File: config.mk
export PLATFORM = sky130hd
export DESIGN_NAME = alu_sequencer_flat
export DESIGN_NICKNAME = d
export VERILOG_FILES = /design/src/rtl/alu_sequencer_if.sv /design/src/rtl/alu_sequencer.sv /design/src/flat_wrapper.sv
export SDC_FILE = /design/constraint.sdc
export NUM_CORES = 1
export LEC_CHECK = 0
export BUFFER_PORTS_ARGS = -buffer_cell sky130_fd_sc_hd__buf_2
export CAP_MARGIN = 20
export CORE_MARGIN = 2
export CORE_UTILIZATION = 45
export CTS_CLUSTER_DIAMETER = 50
export DETAILED_ROUTE_END_ITERATION = 8
export MAX_ROUTING_LAYER = met4
export PLACE_DENSITY = 0.68
export SLEW_MARGIN = 20
export SYNTH_ARGS = -nofsm -noshare
export SYNTH_HDL_FRONTEND = slang
export SYNTH_SLANG_ARGS = --single-unit
export TNS_END_PERCENT = 50
File: constraint.sdc
create_clock -name clk -period 2.2 [get_ports clk]
set_input_delay 0.33 -clock clk [delete_from_list [all_inputs] [get_ports clk]]
set_output_delay 0.33 -clock clk [all_outputs]
set_load 0.01 [all_outputs]
File: src/rtl/alu_sequencer_if.sv
// Decoder-to-sequencer request handshake plus every control strobe the sequencer drives into the ALU block.
// The master side issues start/op/cnt; the slave side (the sequencer) drives status and strobes.
interface alu_sequencer_if;
  logic       start;
  logic [2:0] op;
  logic [3:0] cnt;
  logic       busy;
  logic       done;
  logic       a_outn;
  logic       b_outn;
  logic       addsub_outn;
  logic       a_loadn;
  logic       b_loadn;
  logic       alt;
  logic       calcfn;
  logic       ext_grant;

  modport master (
    output start, op, cnt,
    input  busy, done, a_outn, b_outn, addsub_outn, a_loadn, b_loadn, alt, calcfn, ext_grant
  );

  modport slave (
    input  start, op, cnt,
    output busy, done, a_outn, b_outn, addsub_outn, a_loadn, b_loadn, alt, calcfn, ext_grant
  );
endinterface

File: src/rtl/alu_sequencer.sv
// Two-phase (SETUP/COMMIT) controller for the A/B + add/sub + flags datapath; op runs cnt+1 times, DONE 2(cnt+1)+1 cycles after start.
// No backpressure: start is only sampled in IDLE/DONE and silently ignored while busy; all outputs are registered.
module alu_sequencer (
  input  logic           clk,
  input  logic           reset,
  alu_sequencer_if.slave seq
);

  typedef enum logic [1:0] {IDLE, SETUP, COMMIT, DONE} state_t;

  localparam logic [2:0] OP_NOP   = 3'd0;
  localparam logic [2:0] OP_ADD   = 3'd1;
  localparam logic [2:0] OP_SUB   = 3'd2;
  localparam logic [2:0] OP_CMP   = 3'd3;
  localparam logic [2:0] OP_MOVAB = 3'd4;
  localparam logic [2:0] OP_MOVBA = 3'd5;
  localparam logic [2:0] OP_LDA   = 3'd6;
  localparam logic [2:0] OP_LDB   = 3'd7;

  typedef struct packed {
    logic busy;
    logic done;
    logic a_outn;
    logic b_outn;
    logic addsub_outn;
    logic a_loadn;
    logic b_loadn;
    logic alt;
    logic calcfn;
    logic ext_grant;
  } ctl_t;

  localparam ctl_t CTL_IDLE = '{busy: 1'b0, done: 1'b0, a_outn: 1'b1, b_outn: 1'b1,
                                addsub_outn: 1'b1, a_loadn: 1'b1, b_loadn: 1'b1,
                                alt: 1'b0, calcfn: 1'b1, ext_grant: 1'b0};

  state_t     state_q, state_d;
  logic [3:0] iter_q, iter_d;
  logic [2:0] op_q, op_d;
  ctl_t       ctl_q, ctl_d;

  always_ff @(posedge clk or negedge reset) begin
    if (!reset) begin
      state_q <= IDLE;
      iter_q  <= 4'd0;
      op_q    <= OP_NOP;
      ctl_q   <= CTL_IDLE;
    end else begin
      state_q <= state_d;
      iter_q  <= iter_d;
      op_q    <= op_d;
      ctl_q   <= ctl_d;
    end
  end

  // Strobes are precomputed from the next state and next op so the registered outputs line up with the state they belong to.
  always_comb begin
    state_d = state_q;
    iter_d  = iter_q;
    op_d    = op_q;
    ctl_d   = CTL_IDLE;

    case (state_q)
      IDLE, DONE: begin
        if (seq.start) begin
          op_d    = seq.op;
          iter_d  = seq.cnt;
          state_d = (seq.op == OP_NOP) ? DONE : SETUP;
        end else begin
          state_d = IDLE;
        end
      end
      SETUP: state_d = COMMIT;
      COMMIT: begin
        if (iter_q == 4'd0) begin
          state_d = DONE;
        end else begin
          iter_d  = iter_q - 4'd1;
          state_d = SETUP;
        end
      end
      default: state_d = IDLE;
    endcase

    case (state_d)
      SETUP, COMMIT: begin
        ctl_d.busy = 1'b1;
        ctl_d.alt  = (op_d == OP_SUB) || (op_d == OP_CMP);
        case (op_d)
          OP_ADD, OP_SUB, OP_CMP: ctl_d.addsub_outn = 1'b0;
          OP_MOVAB:               ctl_d.a_outn      = 1'b0;
          OP_MOVBA:               ctl_d.b_outn      = 1'b0;
          OP_LDA, OP_LDB:         ctl_d.ext_grant   = 1'b1;
          default: ;
        endcase
        if (state_d == COMMIT) begin
          ctl_d.a_loadn = !((op_d == OP_ADD) || (op_d == OP_SUB) ||
                            (op_d == OP_MOVBA) || (op_d == OP_LDA));
          ctl_d.b_loadn = !((op_d == OP_MOVAB) || (op_d == OP_LDB));
          ctl_d.calcfn  = !((op_d == OP_ADD) || (op_d == OP_SUB) || (op_d == OP_CMP));
        end
      end
      DONE:    ctl_d.done = 1'b1;
      default: ;
    endcase
  end

  assign seq.busy        = ctl_q.busy;
  assign seq.done        = ctl_q.done;
  assign seq.a_outn      = ctl_q.a_outn;
  assign seq.b_outn      = ctl_q.b_outn;
  assign seq.addsub_outn = ctl_q.addsub_outn;
  assign seq.a_loadn     = ctl_q.a_loadn;
  assign seq.b_loadn     = ctl_q.b_loadn;
  assign seq.alt         = ctl_q.alt;
  assign seq.calcfn      = ctl_q.calcfn;
  assign seq.ext_grant   = ctl_q.ext_grant;

endmodule

File: src/flat_wrapper.sv
// flat-port wrapper written by rule: the top's interface ports become plain ports
module alu_sequencer_flat 
  (clk, reset, seq_start, seq_op, seq_cnt, seq_busy, seq_done, seq_a_outn, seq_b_outn, seq_addsub_outn, seq_a_loadn, seq_b_loadn, seq_alt, seq_calcfn, seq_ext_grant);
  alu_sequencer_if seq_i ();
  input  logic clk;
  input  logic reset;
  input wire logic [$bits(seq_i.start)-1:0] seq_start;
  input wire logic [$bits(seq_i.op)-1:0] seq_op;
  input wire logic [$bits(seq_i.cnt)-1:0] seq_cnt;
  output wire logic [$bits(seq_i.busy)-1:0] seq_busy;
  output wire logic [$bits(seq_i.done)-1:0] seq_done;
  output wire logic [$bits(seq_i.a_outn)-1:0] seq_a_outn;
  output wire logic [$bits(seq_i.b_outn)-1:0] seq_b_outn;
  output wire logic [$bits(seq_i.addsub_outn)-1:0] seq_addsub_outn;
  output wire logic [$bits(seq_i.a_loadn)-1:0] seq_a_loadn;
  output wire logic [$bits(seq_i.b_loadn)-1:0] seq_b_loadn;
  output wire logic [$bits(seq_i.alt)-1:0] seq_alt;
  output wire logic [$bits(seq_i.calcfn)-1:0] seq_calcfn;
  output wire logic [$bits(seq_i.ext_grant)-1:0] seq_ext_grant;
  assign seq_i.start = seq_start;
  assign seq_i.op = seq_op;
  assign seq_i.cnt = seq_cnt;
  assign seq_busy = seq_i.busy;
  assign seq_done = seq_i.done;
  assign seq_a_outn = seq_i.a_outn;
  assign seq_b_outn = seq_i.b_outn;
  assign seq_addsub_outn = seq_i.addsub_outn;
  assign seq_a_loadn = seq_i.a_loadn;
  assign seq_b_loadn = seq_i.b_loadn;
  assign seq_alt = seq_i.alt;
  assign seq_calcfn = seq_i.calcfn;
  assign seq_ext_grant = seq_i.ext_grant;
  alu_sequencer u_core (.clk(clk), .reset(reset), .seq(seq_i));
endmodule
==> results.txt <==
Status -> finished, final reports clean
Leak -> 0.505 nW
Highest Clock Rate -> 0.502 GHz
Die Wd -> 49.0 µm
Unrepaired setup endpoints after global routing -> false
Worst setup SP type -> flop
Biggest register -> u_core.iter_q
Reg clk slew, reported paths -> 0.11 ns
# nets final -> 121
DRT iter0 DRCs -> 13
Clock root cell -> clkbuf_4
Post-route ant nets -> 0
PortBufs -> 19
Biggest regs -> u_core.iter_q x4, u_core.op_q x3, u_core.state_q x2
GPL Wtd Cong -> 0.826
Crit-path max FO -> 5
Synth cell types -> 30
Gr usage total -> 0.150
Slew margin rel. -> 0.722
Placed cell area -> 1030 µm²
CTS tree -> built
Setup violation total in the final timing report -> 0
Largest net degree at the start of global routing -> 20
Total Wirelength -> 1580 µm
Maximum VDD drop -> 0.720 mV
Worst-path cell chain -> inv_1 -> ha_1 -> nor3b_2 -> a211oi_1 -> a21oi_1 -> ha_1 -> or3_1
Max FFs per register -> 4
Mapped Cells -> 82
Finished Cell Area -> 1070 µm²
Power per Cell Area -> 1500 nW/µm²
Worst-margin pin slew -> 0.407 ns
TNS Setup -> 0 ns
Syn nets -> 98
Fin crit period -> 1.99 ns
Min-delay worst type -> in -> reg
Post-synth EDFFs -> 0
Cts bufs inserted -> 3
First-pass GRT wire length -> 2720 µm
Seq. cell area -> 483 µm²
DP Wirelength -> 1200 µm
Ports -> 20
Pre-Repair DR Iteration Count -> 4
Post-CTS setup buffer count -> 0
Final Hold Viols -> 0
Post-synthesis register bit count -> 19
Period utilization -> 0.906
Crit path top cell by count -> ha_1
Slowest cell delay on critical path -> 0.42 ns
Vias post-DR -> 651
Synthesized area per cell -> 11.1 µm²
Via/cell ratio -> 4.97
Seq/Total Area, Yosys -> 0.531
Die area -> 2400 µm²
Synthesized area -> 910 µm²
Clk_skew -> 0.00198 ns
Setup CP Type -> reg -> reg
Yosys Warn Count -> 0
GRT Residual Overflow -> 0
Effective utilization at floorplan -> 0.468
Initial antenna violation count -> 0
Pins Over Slew Limit -> 0
Synth async-reset ratio -> 1.00
DRC errors left -> 0
Power Total -> 0.00161 W
Layout cell share with drive strength beyond 1 -> 0.327
Post-synth top flop -> dfrtp_1
Maxcap violations -> 0
Clock Sinks -> 19
Capturing element type of the critical path -> flop
Wire length per cell -> 12.1 µm
CTS Buffer Depth -> 2
Critical Path AT -> 2.22 ns
Crit path required time -> 2.43 ns
Die Y -> 49.0 µm
Area grow syn2layout -> 18.2%
Vias in the first global route -> 614
Slowest-stage cell, CP -> dfrtp_1
Clk_lat worst skew -> 0.29 ns
H-tree Lvls -> 1
Diode count -> 0
Multi-input gate area -> 384 µm²
Core area -> 1940 µm²
Filler instances -> 173
Rows -> 16
report_power, final:
part | switching (W) | internal (W)
clock network | 0.000109 | 0.0000676
logic | 0.000483 | 0.000354
registers | 0.0000792 | 0.000521
stage by stage:
| step | cells | hold slack (ns) | setup slack [ns] | utilization |
|---|---|---|---|---|
| after floorplan | 82 | 0.0344 | 0.293 | - |
| after global placement | 126 | 0.278 | 0.180 | 0.532 |
| after detailed placement | 126 | 0.289 | 0.101 | 0.532 |
| after CTS | 131 | 0.307 | 0.0801 | 0.551 |
| after global routing | 131 | 0.324 | 0.0750 | 0.553 |
| final | 131 | 0.313 | 0.207 | 0.553 |
path summary, 6_finish.rpt:
kind	slack (ns)	start	cells after the start	to
worst max-delay path	0.21	u_core.iter_q[0]	7	u_core.seq.a_outn
worst min-delay path	0.31	seq_cnt[3]	3	u_core.iter_q[3]
worst max register to register	0.21	u_core.iter_q[0]	7	u_core.seq.a_outn
worst min register to register	0.58	u_core.op_q[2]	2	u_core.seq.calcfn
max in group asynchronous	1.40	reset	2	u_core.seq.a_loadn
min in group asynchronous	0.48	reset	2	u_core.seq.busy
final cells by class:
| type | count | share of cell area |
|---|---|---|
| Sequential cell | 19 | 0.449 |
| Clock buffer | 3 | 0.0210 |
| Tap cell | 27 | 0.0314 |
| Inverter | 9 | 0.0314 |
| Multi-Input combinational cell | 51 | 0.357 |
| Clock inverter | 1 | 0.00466 |
| Timing Repair Buffer | 21 | 0.105 |
kinds of logic after synthesis:
family                   after synthesis  share of synthesized area
adder cells (fa/ha/maj)                6                     0.0825
AND/OR/NAND/NOR                       22                      0.132
buffers and inverters                 12                     0.0523
AO/OA/AOI/OAI                         14                      0.102
flip-flops                            19                      0.531
multiplexers                           6                     0.0715
XOR/XNOR                               3                     0.0289
routing by layer:
| metal | part of all wire | GRT usage | vias up |
|---|---|---|---|
| met2 | 0.46 | 0.203 | 12 |
| met3 | 0.034 | 0.0184 | 2 |
| met4 | 0.0057 | 0.0571 | 0 |
| met5 | 0 | - | - |
| met1 | 0.50 | 0.229 | 307 |
| li1 | - | - | 330 |
critical path: cells and delay by family, from the launching register on:
family / cells / cell delay [ns]
adder cells (fa/ha/maj): 2 / 0.48
AND/OR/NAND/NOR: 2 / 0.60
buffers and inverters: 1 / 0.10
AO/OA/AOI/OAI: 2 / 0.32
flip-flops: 1 / 0.42
layout by cell type (no fill, tap or decap):
cell,Yosys,final
a2111oi_0,1,1
a211oi_1,2,2
a21oi_1,5,5
a22o_2,1,1
and2_1,1,1
buf_2,2,19
buf_4,0,1
clkbuf_4,0,3
clkinv_2,0,1
dfrtp_1,13,13
dfstp_2,6,6
dlygate4sd3_1,0,1
ha_1,6,6
inv_1,9,9
mux2_2,1,1
mux2i_1,4,4
mux2i_2,1,1
nand2_1,4,4
nand3_1,2,2
nand3b_1,2,2
nand4_1,2,2
nor2_1,3,3
nor2b_1,3,3
nor3_1,2,2
nor3b_2,0,1
o2111ai_1,1,1
o211ai_1,1,1
o21ai_0,2,2
o31ai_1,1,1
or3_1,1,1
or4_1,1,1
xnor2_1,2,2
xor2_1,1,1
cells in the mapped netlist, types with 2 or more instances:
master    count  share of area
dfrtp_1      13           0.36
inv_1         9          0.037
dfstp_2       6           0.17
ha_1          6          0.083
a21oi_1       5          0.028
mux2i_1       4          0.044
nand2_1       4          0.017
nor2_1        3          0.012
nor2b_1       3          0.021
a211oi_1      2          0.017
buf_2         2          0.011
nand3_1       2          0.011
nand3b_1      2          0.017
nand4_1       2          0.014
nor3_1        2          0.011
o21ai_0       2          0.011
xnor2_1       2          0.019
timing repair:
action	CTS	global route
endpoints found under the hold margin	13	0
hold buffers	1	0
resized for setup	0	1
setup endpoints to repair	0	4
(Power assumes the default switching activity.)
